File: src/rtl/i2s_out_tx.sv
// I2S transmitter: one-entry holding register feeding a mono-to-stereo serialiser.
// bclk/lrclk are derived by dividing clk; starved frames repeat the last sample.
module i2s_out_tx #(
  parameter int W   = 16,
  parameter int DIV = 4
) (
  input  logic         clk,
  input  logic         reset,
  input  logic [W-1:0] sample_in,
  input  logic         sample_valid,
  output logic         sample_ready,
  output logic         bclk,
  output logic         lrclk,
  output logic         sdata,
  output logic [7:0]   underrun_cnt
);

  localparam int DW = (DIV > 1) ? $clog2(DIV) : 1;
  localparam int SW = $clog2(2 * W);
  localparam int BW = (W > 1) ? $clog2(W) : 1;
  localparam logic [DW-1:0] DIV_LAST  = DW'(DIV - 1);
  localparam logic [SW-1:0] SLOT_LAST = SW'(2 * W - 1);
  localparam logic [SW-1:0] SLOT_W    = SW'(W);

  logic [DW-1:0] div_cnt;
  logic [SW-1:0] slot;
  logic [W-1:0]  cur;
  logic [W-1:0]  holding;
  logic          holding_full;

  logic          wrap;
  logic          fall;
  logic          load;
  logic          accept;
  logic [SW-1:0] slot_next;
  logic [SW-1:0] rel;
  logic [SW-1:0] bit_idx;
  logic          sdata_next;

  assign sample_ready = !holding_full;
  assign accept       = sample_valid && !holding_full;
  assign wrap         = (div_cnt == DIV_LAST);
  assign fall         = wrap && bclk;
  assign load         = fall && (slot == SLOT_LAST);
  assign slot_next    = (slot == SLOT_LAST) ? '0 : slot + SW'(1);

  // Slot n of a channel carries cur[W-n]; slot 0 carries the old cur[0] (one-bit I2S delay).
  always_comb begin
    rel        = (slot_next > SLOT_W) ? slot_next - SLOT_W : slot_next;
    bit_idx    = SLOT_W - rel;
    sdata_next = cur[0];
    if (slot_next != '0) begin
      sdata_next = cur[bit_idx[BW-1:0]];
    end
  end

  always_ff @(posedge clk) begin
    if (reset) begin
      div_cnt      <= '0;
      bclk         <= 1'b0;
      slot         <= SLOT_LAST;
      lrclk        <= 1'b1;
      sdata        <= 1'b0;
      cur          <= '0;
      holding      <= '0;
      holding_full <= 1'b0;
      underrun_cnt <= '0;
    end else begin
      div_cnt <= wrap ? '0 : div_cnt + DW'(1);
      if (wrap) begin
        bclk <= ~bclk;
      end

      if (fall) begin
        slot  <= slot_next;
        lrclk <= (slot_next >= SLOT_W);
        sdata <= sdata_next;
      end

      if (load) begin
        if (holding_full) begin
          cur          <= holding;
          holding_full <= 1'b0;
        end else if (accept) begin
          cur <= sample_in;
        end else if (underrun_cnt != '1) begin
          underrun_cnt <= underrun_cnt + 8'd1;
        end
      end else if (accept) begin
        holding      <= sample_in;
        holding_full <= 1'b1;
      end
    end
  end

endmodule

File: config.mk
export PLATFORM = sky130hd
export DESIGN_NAME = i2s_out_tx
export DESIGN_NICKNAME = d
export VERILOG_FILES = /design/src/rtl/i2s_out_tx.sv
export SDC_FILE = /design/constraint.sdc
export NUM_CORES = 1
export LEC_CHECK = 0
export CORE_MARGIN = 2
export CORE_UTILIZATION = 54
export DETAILED_ROUTE_END_ITERATION = 8
export GPL_TIMING_DRIVEN = 0
export PLACE_DENSITY = 0.78
export SLEW_MARGIN = 20
export SYNTH_ARGS = -nofsm -noshare
export SYNTH_HDL_FRONTEND = slang
export SYNTH_SLANG_ARGS = --single-unit
File: constraint.sdc
create_clock -name clk -period 3.1 [get_ports clk]
set_clock_uncertainty 0.05 [all_clocks]
set_input_delay 0.465 -clock clk [delete_from_list [all_inputs] [get_ports clk]]
set_output_delay 0.465 -clock clk [all_outputs]
set_load 0.01 [all_outputs]
# Word level (Yosys, flattened, before mapping)
# Cells that the tools add are included.
# op_classes
mux	7
n_bitwise	4
n_reduce_logical	11
order_cmp	3
n_eq_ne	3
addsub	5
# op_table
op	count
$mux W16	2
$add A8 B1 Y8 const B	1
$ne A8 B8 Y1 const B	1
$add A5 B1 Y5 const B	1
$eq A5 B5 Y1 const B	1
$ge A5 B5 Y1 const B	1
$gt A5 B5 Y1 const B	1
$lt A4 B5 Y1 const B	1
$mux W5	1
$reduce_bool A5 Y1	1
$bmux W1 S4	1
$mux W4	1
$not A1 Y1	4
$reduce_and A2 Y1	2
$reduce_and A4 Y1	1
$reduce_or A2 Y1	2
$sub A1 B4 Y4 const A	1
$sub A4 B1 Y4 const B	1
$logic_and A1 B1 Y1	3
$add A2 B1 Y2 const B	1
$eq A2 B2 Y1 const B	1
$mux W1	2
$reduce_bool A2 Y1	1
$logic_not A1 Y1	1
# totals
out_inout_bits	12
regBits	51
wordCells	42

# Logic depth before layout (Yosys ltp)
# Gate-level depths: netlist (run 1).
# depth
ltp_word	8
ltp_mapped	9
ltp_nobuf	8

# Worst setup path before layout (run 1)
# Ideal clock, no wire load.
# synth_timing
kind	reg2reg
start	register slot[0]
end	register sdata
path_slack_ns	0.753
n_path_buf	1
synth_period_minus_slack_ns	2.347
stages_incl_launch_ff	10
t_arrival_ns	2.161
path_cell_list	dfxtp_1 > ha_1 > and3_1 > ha_1 > or2_1 > buf_6 > mux4_2 > and3_1 > a211oi_2 > o32ai_1
# synth_via
elab_chain_cells	8
elab_cells_between_ends	11
classes_between	add/sub: 3; order compare: 1; eq/ne: 1; mux: 5; reduce/logical: 1
# synth_lines
element	line_no	rtl
start, declared	26	logic [SW-1:0] slot;
start signal, assigned	75	slot <= slot_next;
$add A5 B1 Y5 / $eq A5 B5 Y1 (equally long branches)	45	assign slot_next = (slot == SLOT_LAST) ? '0 : slot + SW'(1);
$mux W5 (*)	45	
$sub A4 B1 Y4 / $gt A5 B5 Y1 (equally long branches)	49	rel = (slot_next > SLOT_W) ? slot_next - SLOT_W : slot_next;
$mux W4	49	
$sub A1 B4 Y4	50	bit_idx = SLOT_W - rel;
$bmux W1 S4	53	sdata_next = cur[bit_idx[BW-1:0]];
$mux W1 (implied by the code)	53	
$mux W1 (*)	52	if (slot_next != '0) begin
end signal, assigned	77	sdata <= sdata_next;
end, declared	14	output logic sdata,
# Mark *: on every way between the ends. The rest lies on a longest branch, timed or not. The select of a mux whose other input is x is not followed.
# A chain may end at the register's enable or synchronous reset.

# Worst setup path after layout (run 1)
# Ends and elaborated chain as after synthesis.

==> results of run 1 <==
## sequential cells by signal, summed over array words and instances, names as in the netlist
signal / count
cur: 16
holding: 16
underrun_cnt: 8
slot: 5
div_cnt: 2
bclk: 1
holding_full: 1
lrclk: 1
sdata: 1
## per-layer routing
| metal | track usage, % | wire length [um] |
|---|---|---|
| met3 | 5.05 | 168 |
| met5 | 0 | 0 |
| met4 | 8.12 | 76 |
| met1 | 30.2 | 2430 |
| met2 | 30.2 | 2150 |
## power groups by stage
stage / Clock, mW / Sequential (mW) / Combinational, mW
floorplan: 0 / 0.696 / 0.0752
global placement: 0 / 0.697 / 0.123
detailed placement: 0 / 0.698 / 0.125
CTS: 0.381 / 0.682 / 0.126
global route: 0.408 / 0.685 / 0.140
finish: 0.375 / 0.682 / 0.126
## per-stage QoR
step / setup slack [ns] / std cells / total power [mW] / utilization [%]
after global routing: 0.435 / 351 / 1.23 / 68.2
after global placement: 0.624 / 343 / 0.820 / 66.2
after CTS: 0.549 / 351 / 1.19 / 68.2
final: 0.563 / 351 / 1.18 / 68.2
after floorplan: 0.753 / 264 / 0.772 / -
after detailed placement: 0.574 / 343 / 0.823 / 66.2
## critical path: cells and delay by family (launching register included)
kind / cells / cell delay [ns]
AOI/OAI and AO/OA: 2 / 0.30
adders and majority gates: 2 / 0.48
buffers and inverters: 1 / 0.13
DFF: 1 / 0.38
muxes: 1 / 0.41
and+or+nand+nor: 3 / 0.63
## worst max path at each step
stage                        from         endpoint  slack (ns)  depth (start not counted)
after floorplan           slot[0]            sdata        0.75                          9
after global placement    slot[0]            sdata        0.62                          9
after detailed placement  slot[0]            sdata        0.57                          9
after CTS                 slot[0]            sdata        0.55                          9
after global routing      slot[0]  underrun_cnt[6]        0.43                          9
final                     slot[0]            sdata        0.56                          9
## kinds of logic after synthesis
group | synth area share [%]
AOI/OAI and AO/OA | 14.4
xor gates and xnor gates | 2.98
adders and majority gates | 3.19
buffers and inverters | 4.47
DFF | 43.4
muxes | 12.4
and+or+nand+nor | 19.1
## cell type report
type                            instances  area share (%)
Buffer                                 19            2.96
Multi-Input combinational cell        188            44.0
Clock inverter                          1           0.180
Timing Repair Buffer                   29            10.4
Sequential cell                        51            36.7
Tap cell                               50            2.25
Clock buffer                            7            2.74
Inverter                                6           0.809
## synth_stat cells (all sizes together), types with 5 or more instances
cell type / instances / share of area, %
a21oi: 17 / 3.6
ha: 6 / 3.2
clkbuf: 14 / 2.2
xnor2: 7 / 2.6
nor3: 7 / 1.5
a211o: 6 / 2.3
buf: 5 / 1.3
nor2: 33 / 5.3
nand3: 7 / 1.5
nand2: 38 / 6.1
and3: 6 / 1.6
dfxtp: 51 / 43
inv: 6 / 0.96
mux2i: 19 / 8.1
a211oi: 18 / 6.0
==> impl_results.html, run 1 <==
<table>
<tr><th>Metric</th><th>Value</th></tr>
<tr><th colspan="2">Status</th></tr>
<tr><td>Outcome</td><td>complete, no violations</td></tr>
<tr><th colspan="2">Timing</th></tr>
<tr><td>Worst slew pin tran</td><td>0.742 ns</td></tr>
<tr><td>Total negative setup slack</td><td>0 ns</td></tr>
<tr><td>Max-slew headroom</td><td>50.5%</td></tr>
<tr><td>Setup repair after global routing missed its margin</td><td>no</td></tr>
<tr><td>Worst hold slack across all endpoints</td><td>0.389 ns</td></tr>
<tr><td>Max Freq</td><td>0.394 GHz</td></tr>
<tr><td>Final count of negative-setup-slack endpoints</td><td>0</td></tr>
<tr><td>Count of pins over their slew limit</td><td>0</td></tr>
<tr><td>Final hold vios</td><td>0</td></tr>
<tr><td>Final Cycle Share</td><td>81.8%</td></tr>
<tr><td>Final critical path time including I/O delays and setup</td><td>2.54 ns</td></tr>
<tr><th colspan="2">Clocking</th></tr>
<tr><td>Later-pin clock latency in the skew report</td><td>0.30 ns</td></tr>
<tr><td>Clock buffer count from CTS</td><td>5</td></tr>
<tr><td>Number of buffers inserted by hold repair at cts</td><td>0</td></tr>
<tr><td>Buffers inserted during post-CTS setup optimization</td><td>0</td></tr>
<tr><td>Clock tree from TritonCTS</td><td>done</td></tr>
<tr><td>TritonCTS Sinks</td><td>51</td></tr>
<tr><td>Number of instances resized during post-cts repair</td><td>0</td></tr>
<tr><td>Largest buffer count on any clock path</td><td>2</td></tr>
<tr><td>Cell chosen for the clock root</td><td>clkbuf_8</td></tr>
<tr><td>H-Tree Depth</td><td>2</td></tr>
<tr><td>Worst-path clk slew</td><td>0.09 ns</td></tr>
<tr><th colspan="2">Worst setup path</th></tr>
<tr><td>Path type of the worst setup path</td><td>flop to flop</td></tr>
<tr><td>Sequence of cells on the critical path</td><td>ha_1, and3_1, ha_1, or2_1, buf_6, mux4_2, and3_1, a211oi_2, o32ai_1</td></tr>
<tr><td>Number of cells traversed by the worst register-to-register path</td><td>9</td></tr>
<tr><td>Slowest CP cell</td><td>mux4_2</td></tr>
<tr><td>Endpoint required time on the critical path</td><td>3.22 ns</td></tr>
<tr><td>Highest net fanout along the worst path</td><td>7</td></tr>
<tr><td>Biggest cell delay along the critical path</td><td>0.41 ns</td></tr>
<tr><td>Internal reg-to-reg setup slack</td><td>0.56 ns</td></tr>
<tr><td>Nature of the critical path endpoint</td><td>flop</td></tr>
<tr><td>Reg-to-reg critical path endpoint</td><td>sdata</td></tr>
<tr><td>Signal arrival time at the worst endpoint</td><td>2.66 ns</td></tr>
<tr><td>Reg-to-reg critical path startpoint</td><td>slot[0]</td></tr>
<tr><td>Sort of element at the start of the critical path</td><td>flop</td></tr>
<tr><th colspan="2">Worst hold path</th></tr>
<tr><td>WHS Path Cells</td><td>1</td></tr>
<tr><td>Hold Path Sink</td><td>div_cnt[0]</td></tr>
<tr><td>Type of the most critical hold path</td><td>flop to flop</td></tr>
<tr><td>Launch point of the worst hold path</td><td>div_cnt[0]</td></tr>
<tr><th colspan="2">Global route</th></tr>
<tr><td>Via count of the first global-routing pass</td><td>1772</td></tr>
<tr><td>Largest net degree at the start of global routing</td><td>15</td></tr>
<tr><td>Number of antenna violations at the first check in global routing</td><td>0</td></tr>
<tr><td>Global-route wire length before repair</td><td>8250 um</td></tr>
<tr><td>Global-route usage over all layers</td><td>21.0%</td></tr>
<tr><td>GRT overflow</td><td>0</td></tr>
<tr><th colspan="2">Power and ir drop</th></tr>
<tr><td>Power Internal</td><td>890 uW</td></tr>
<tr><td>Worst VDD drop</td><td>333 uV</td></tr>
<tr><td>Pwr/cell area</td><td>425 nW/um^2</td></tr>
<tr><td>Proportion of power drawn by combinational gates</td><td>10.7%</td></tr>
<tr><td>Standby leakage power</td><td>0.989 nW</td></tr>
<tr><td>Net switching power figure</td><td>293 uW</td></tr>
<tr><td>Part of the total power dissipated in sequential elements</td><td>57.7%</td></tr>
<tr><td>Sw Ratio</td><td>24.8%</td></tr>
<tr><td>Clock share of power</td><td>31.7%</td></tr>
<tr><th colspan="2">Route</th></tr>
<tr><td>Number of vias in the routed layout</td><td>1935</td></tr>
<tr><td>Post-detailed-route count of antenna-violating nets</td><td>0</td></tr>
<tr><td>DRT Wirelength</td><td>4820 um</td></tr>
<tr><td>DRC Markers</td><td>0</td></tr>
<tr><td>Number of DRC markers in iteration 0</td><td>87</td></tr>
<tr><td>Vias per std cell</td><td>5.51</td></tr>
<tr><td>Pre-Repair DR Iteration Count</td><td>5</td></tr>
<tr><td>Routed length per instance</td><td>13.7 um</td></tr>
<tr><th colspan="2">Die</th></tr>
<tr><td>Full die area</td><td>4900 um^2</td></tr>
<tr><td>Placeable core region</td><td>4090 um^2</td></tr>
<tr><td>Starting Density</td><td>57.5%</td></tr>
<tr><td>Row count</td><td>23</td></tr>
<tr><td>Number of top-level pins</td><td>31</td></tr>
<tr><td>Die Ht</td><td>70.0 um</td></tr>
<tr><td>Die span in x</td><td>70.0 um</td></tr>
<tr><th colspan="2">Run</th></tr>
<tr><td>Max-capacitance violation count</td><td>0</td></tr>
<tr><th colspan="2">Synthesis</th></tr>
<tr><td>Share of synthesized area occupied by flip-flops and latches</td><td>43.4%</td></tr>
<tr><td>Leading register cell type out of synthesis</td><td>dfxtp_1</td></tr>
<tr><td>Share of synthesized flip-flops with an asynchronous set or reset</td><td>0%</td></tr>
<tr><td>Number of enable-type register cells in the synthesized netlist</td><td>0</td></tr>
<tr><td>YS warnings</td><td>0</td></tr>
<tr><td>Post-Synthesis Mean Instance Area</td><td>8.91 um^2</td></tr>
<tr><td>Cells after synthesis</td><td>264</td></tr>
<tr><td>Number of storage elements in the synthesis netlist</td><td>51</td></tr>
<tr><td>Mapped Area</td><td>2350 um^2</td></tr>
<tr><td>Count of different cell masters after synthesis</td><td>37</td></tr>
<tr><td>Post-synth net total</td><td>289</td></tr>
<tr><th colspan="2">Cells and area</th></tr>
<tr><td>Count of filler cells inserted in the layout</td><td>367</td></tr>
<tr><td>Leading cell type in the layout, fill and taps excluded</td><td>dfxtp_1</td></tr>
<tr><td>Proportion of layout cells with a drive suffix above 1</td><td>4.98%</td></tr>
<tr><td>Layout area overhead</td><td>18.5%</td></tr>
<tr><td>Leading cell types in the layout, fill and taps excluded</td><td>51 x dfxtp_1, 38 x nand2_1, 33 x nor2_1</td></tr>
<tr><td>Final instance area</td><td>2790 um^2</td></tr>
<tr><td>Footprint of the multi-input gates</td><td>1220 um^2</td></tr>
<tr><td>Area taken by flip-flops and latches</td><td>1020 um^2</td></tr>
<tr><td>Number of nets in the final layout</td><td>325</td></tr>
<tr><td>Ant diodes</td><td>0</td></tr>
<tr><th colspan="2">Place</th></tr>
<tr><td>Global placement routability congestion</td><td>0.792</td></tr>
<tr><td>PortBufs</td><td>29</td></tr>
<tr><td>HPWL Detailed</td><td>3540 um</td></tr>
<tr><td>Instance area at placement</td><td>2700 um^2</td></tr>
</table>
(Power assumes the default switching activity.)
==> run 2, diff against run 1 <==
--- a/config.mk
+++ b/config.mk
@@ -6,10 +6,10 @@
 export NUM_CORES = 1
 export LEC_CHECK = 0
 export CORE_MARGIN = 2
-export CORE_UTILIZATION = 54
+export CORE_UTILIZATION = 49
 export DETAILED_ROUTE_END_ITERATION = 8
 export GPL_TIMING_DRIVEN = 0
-export PLACE_DENSITY = 0.78
+export PLACE_DENSITY = 0.75
 export SLEW_MARGIN = 20
 export SYNTH_ARGS = -nofsm -noshare
 export SYNTH_HDL_FRONTEND = slang
==> constraint.sdc (replaced) <==
create_clock -name clk -period 2.1 [get_ports clk]
set_clock_uncertainty 0.05 [all_clocks]
set_input_delay 0.315 -clock clk [delete_from_list [all_inputs] [get_ports clk]]
set_output_delay 0.315 -clock clk [all_outputs]
set_load 0.01 [all_outputs]
==> run 2 against run 1 <==
- register-to-register slack lost 0.68 ns
- combinational power grew 51%
- the run now ends with setup timing left
- die area grew 9.6%
==> impl_results.html, run 2 (synthesized netlist as in run 1, its figures left out) <==
<table>
<tr><th>Metric</th><th>Value</th></tr>
<tr><th colspan="2">Cells and area</th></tr>
<tr><td>Leading cell type in the layout, fill and taps excluded</td><td>dfxtp_1</td></tr>
<tr><td>Layout area overhead</td><td>23.5%</td></tr>
<tr><td>Count of filler cells inserted in the layout</td><td>424 (+16%)</td></tr>
<tr><td>Largest regs</td><td>cur: 16 flops, holding: 16 flops, underrun_cnt: 8 flops</td></tr>
<tr><td>Proportion of layout cells with a drive suffix above 1</td><td>13.9% (+8.9 points)</td></tr>
<tr><td>Final non-filler cell total</td><td>356 (+1.4%)</td></tr>
<tr><td>Number of nets in the final layout</td><td>326 (+0.31%)</td></tr>
<tr><td>Leading cell types in the layout, fill and taps excluded</td><td>49 x dfxtp_1, 38 x nand2_1, 32 x nor2_1</td></tr>
<tr><td>Ant diodes</td><td>0 (unchanged)</td></tr>
<tr><th colspan="2">Clocking</th></tr>
<tr><td>Later-pin clock latency in the skew report</td><td>0.30 ns (about the same)</td></tr>
<tr><td>TritonCTS Sinks</td><td>51 (unchanged)</td></tr>
<tr><td>Cell chosen for the clock root</td><td>clkbuf_8</td></tr>
<tr><td>Worst-path clk slew</td><td>0.10 ns (about the same)</td></tr>
<tr><td>Clock buffer count from CTS</td><td>5 (unchanged)</td></tr>
<tr><td>H-Tree Depth</td><td>2 (unchanged)</td></tr>
<tr><td>Largest buffer count on any clock path</td><td>2 (unchanged)</td></tr>
<tr><td>Clock tree from TritonCTS</td><td>done</td></tr>
<tr><td>Number of buffers inserted by hold repair at cts</td><td>0 (unchanged)</td></tr>
<tr><th colspan="2">Timing</th></tr>
<tr><td>Max Freq</td><td>0.452 GHz (+15%)</td></tr>
<tr><td>Final Cycle Share</td><td>105% (+24 points)</td></tr>
<tr><td>Worst hold slack across all endpoints</td><td>0.349 ns (-0.0398 ns)</td></tr>
<tr><td>Total negative setup slack</td><td>-0.113 ns (-0.113 ns)</td></tr>
<tr><td>Worst setup slack after layout</td><td>-0.113 ns (-0.676 ns)</td></tr>
<tr><td>Max-slew headroom</td><td>53.5% (+2.9 points)</td></tr>
<tr><td>Setup repair after global routing missed its margin</td><td>yes</td></tr>
<tr><td>Worst slew pin tran</td><td>0.698 ns (-0.0441 ns)</td></tr>
<tr><td>Final count of negative-setup-slack endpoints</td><td>1 (+1)</td></tr>
<tr><td>Final hold vios</td><td>0 (unchanged)</td></tr>
<tr><td>Final critical path time including I/O delays and setup</td><td>2.21 ns (-0.324 ns)</td></tr>
<tr><td>Count of pins over their slew limit</td><td>0 (unchanged)</td></tr>
<tr><th colspan="2">Route</th></tr>
<tr><td>Number of DRC markers in iteration 0</td><td>80 (-8.0%)</td></tr>
<tr><td>Routed wire length on met3</td><td>94 um (-44%)</td></tr>
<tr><td>DRC Markers</td><td>0 (unchanged)</td></tr>
<tr><td>Top layer reached by signal wires</td><td>met4</td></tr>
<tr><td>DRT Wirelength</td><td>4940 um (+2.6%)</td></tr>
<tr><td>Routed length per instance</td><td>13.9 um (+1.1%)</td></tr>
<tr><td>Vias per std cell</td><td>5.38 (-2.5%)</td></tr>
<tr><td>Post-Route M1 WL</td><td>2440 um (+0.70%)</td></tr>
<tr><td>Post-detailed-route count of antenna-violating nets</td><td>0 (unchanged)</td></tr>
<tr><td>Met2 wire length</td><td>2330 um (+8.5%)</td></tr>
<tr><td>Pre-Repair DR Iteration Count</td><td>4 (-1)</td></tr>
<tr><td>Number of vias in the routed layout</td><td>1914 (-1.1%)</td></tr>
<tr><th colspan="2">Die</th></tr>
<tr><td>Row count</td><td>25 (+8.7%)</td></tr>
<tr><td>Full die area</td><td>5370 um^2 (+9.6%)</td></tr>
<tr><td>Placeable core region</td><td>4660 um^2 (+14%)</td></tr>
<tr><td>Die Ht</td><td>73.3 um (+4.7%)</td></tr>
<tr><td>Die span in x</td><td>73.3 um (+4.7%)</td></tr>
<tr><td>Number of top-level pins</td><td>31 (unchanged)</td></tr>
<tr><td>Starting Density</td><td>50.4% (-7.1 points)</td></tr>
<tr><th colspan="2">Power and ir drop</th></tr>
<tr><td>Worst VDD drop</td><td>403 uV (+21%)</td></tr>
<tr><td>Pwr/cell area</td><td>611 nW/um^2 (+44%)</td></tr>
<tr><td>Standby leakage power</td><td>1.01 nW (+2.2%)</td></tr>
<tr><th colspan="2">Status</th></tr>
<tr><td>Failing checks</td><td>setup timing</td></tr>
<tr><td>Outcome</td><td>complete, but fails checks</td></tr>
<tr><th colspan="2">Global route</th></tr>
<tr><td>Largest net degree at the start of global routing</td><td>18 (+3)</td></tr>
<tr><td>Number of antenna violations at the first check in global routing</td><td>0 (unchanged)</td></tr>
<tr><td>Via count of the first global-routing pass</td><td>1678 (-5.3%)</td></tr>
<tr><td>Global-route usage over all layers</td><td>19.0% (-2.0 points)</td></tr>
<tr><td>GRT overflow</td><td>0 (unchanged)</td></tr>
<tr><td>Global-route wire length before repair</td><td>7940 um (-3.7%)</td></tr>
<tr><th colspan="2">Worst setup path</th></tr>
<tr><td>Signal arrival time at the worst endpoint</td><td>2.33 ns (-0.33 ns)</td></tr>
<tr><td>Reg-to-reg critical path endpoint</td><td>sdata</td></tr>
<tr><td>Endpoint required time on the critical path</td><td>2.22 ns (-1.00 ns)</td></tr>
<tr><td>Number of cells traversed by the worst register-to-register path</td><td>8 (-1)</td></tr>
<tr><td>Nature of the critical path endpoint</td><td>flop</td></tr>
<tr><td>Reg-to-reg critical path startpoint</td><td>slot[0]</td></tr>
<tr><td>Highest net fanout along the worst path</td><td>4 (-3)</td></tr>
<tr><td>Internal reg-to-reg setup slack</td><td>-0.11 ns (-0.68 ns)</td></tr>
<tr><td>Sort of element at the start of the critical path</td><td>flop</td></tr>
<tr><td>Path type of the worst setup path</td><td>flop to flop</td></tr>
<tr><th colspan="2">Place</th></tr>
<tr><td>HPWL Detailed</td><td>3510 um (-0.82%)</td></tr>
<tr><td>PortBufs</td><td>29 (unchanged)</td></tr>
<tr><td>Global placement routability congestion</td><td>0.857 (+8.2%)</td></tr>
<tr><td>Number of placed cells counting well taps</td><td>347 (+1.2%)</td></tr>
<tr><th colspan="2">Worst hold path</th></tr>
<tr><td>WHS Path Cells</td><td>2 (+1)</td></tr>
<tr><td>Hold Path Sink</td><td>slot[4]</td></tr>
<tr><td>Type of the most critical hold path</td><td>input pin to flop</td></tr>
<tr><td>Launch point of the worst hold path</td><td>reset</td></tr>
<tr><th colspan="2">Run</th></tr>
<tr><td>Max-capacitance violation count</td><td>0 (unchanged)</td></tr>
</table>
-- run 2: cell types whose count changed in the layout (fill, tap and decap cells not counted), sizes merged --
cell      delta
clkinvlp     +2
clkbuf       -5
clkinv       -1
buf          +4
inv          +1
-- run 2: how the worst max path moves through the flow --
stage          startpoint     to  depth (start not counted)  slack, ns
6_report          slot[0]  sdata                          8      -0.11
5_1_grt           slot[0]  sdata                          8      -0.17
4_1_cts           slot[0]  sdata                          8       -0.1
3_5_place_dp      slot[0]  sdata                          9      -0.19
3_3_place_gp      slot[0]  sdata                          9      -0.18
2_1_floorplan     slot[0]  sdata                          9      -0.08
-- run 2: routing by layer --
metal,GRT usage (%),up-vias
met3,4.39,8
met1,27.7,881
li1,-,998
met4,6.38,0
met5,0,-
met2,27.6,27
-- run 2: through the flow --
step / worst slack, ns / utilization [%] / total power, mW / instance area (um^2)
6_report: -0.113 / 62.3 / 1.78 / 2900
5_1_grt: -0.174 / 62.3 / 1.86 / 2900
4_1_cts: -0.0952 / 61.5 / 1.79 / 2870
3_5_place_dp: -0.193 / 58.9 / 1.22 / 2750
3_3_place_gp: -0.182 / 58.9 / 1.21 / 2750
2_1_floorplan: -0.0793 / - / 1.14 / 2390
-- run 2: worst max-delay path, cell delays in order (launching register included) --
cell and delay (ns):
dfxtp_4 0.37, ha_4 0.16, and3_4 0.19, ha_4 0.16, or2_4 0.26, mux4_2 0.42
a21boi_1 0.13, and3b_1 0.25, o32ai_2 0.09
-- run 2: power breakdown --
part           total (mW)  internal, mW  switching [mW]
clock network       0.581         0.239           0.342
registers            1.00         0.992          0.0125
logic               0.190        0.0884           0.101
total                1.78          1.32           0.456
-- run 2: final cells by class --
class | instances | area, um^2 | share of cell area, %
plain buffers | 16 | 68.8 | 2.37
clock buffers | 5 | 68.8 | 2.37
clock inverters | 3 | 23.8 | 0.819
inverters | 6 | 22.5 | 0.776
multi-input cells | 188 | 1300 | 44.9
flip-flops and latches | 51 | 1030 | 35.4
well taps | 54 | 67.6 | 2.33
repair buffers | 33 | 320 | 11.0
-- run 2: timing repair --
action / in CTS / in global routing
endpoints found under the setup margin: 28 / 33
buffers inserted: 3 / 1
pin swaps: 2 / 1
gates resized for setup: 6 / 13
hold endpoints to repair: 0 / 0
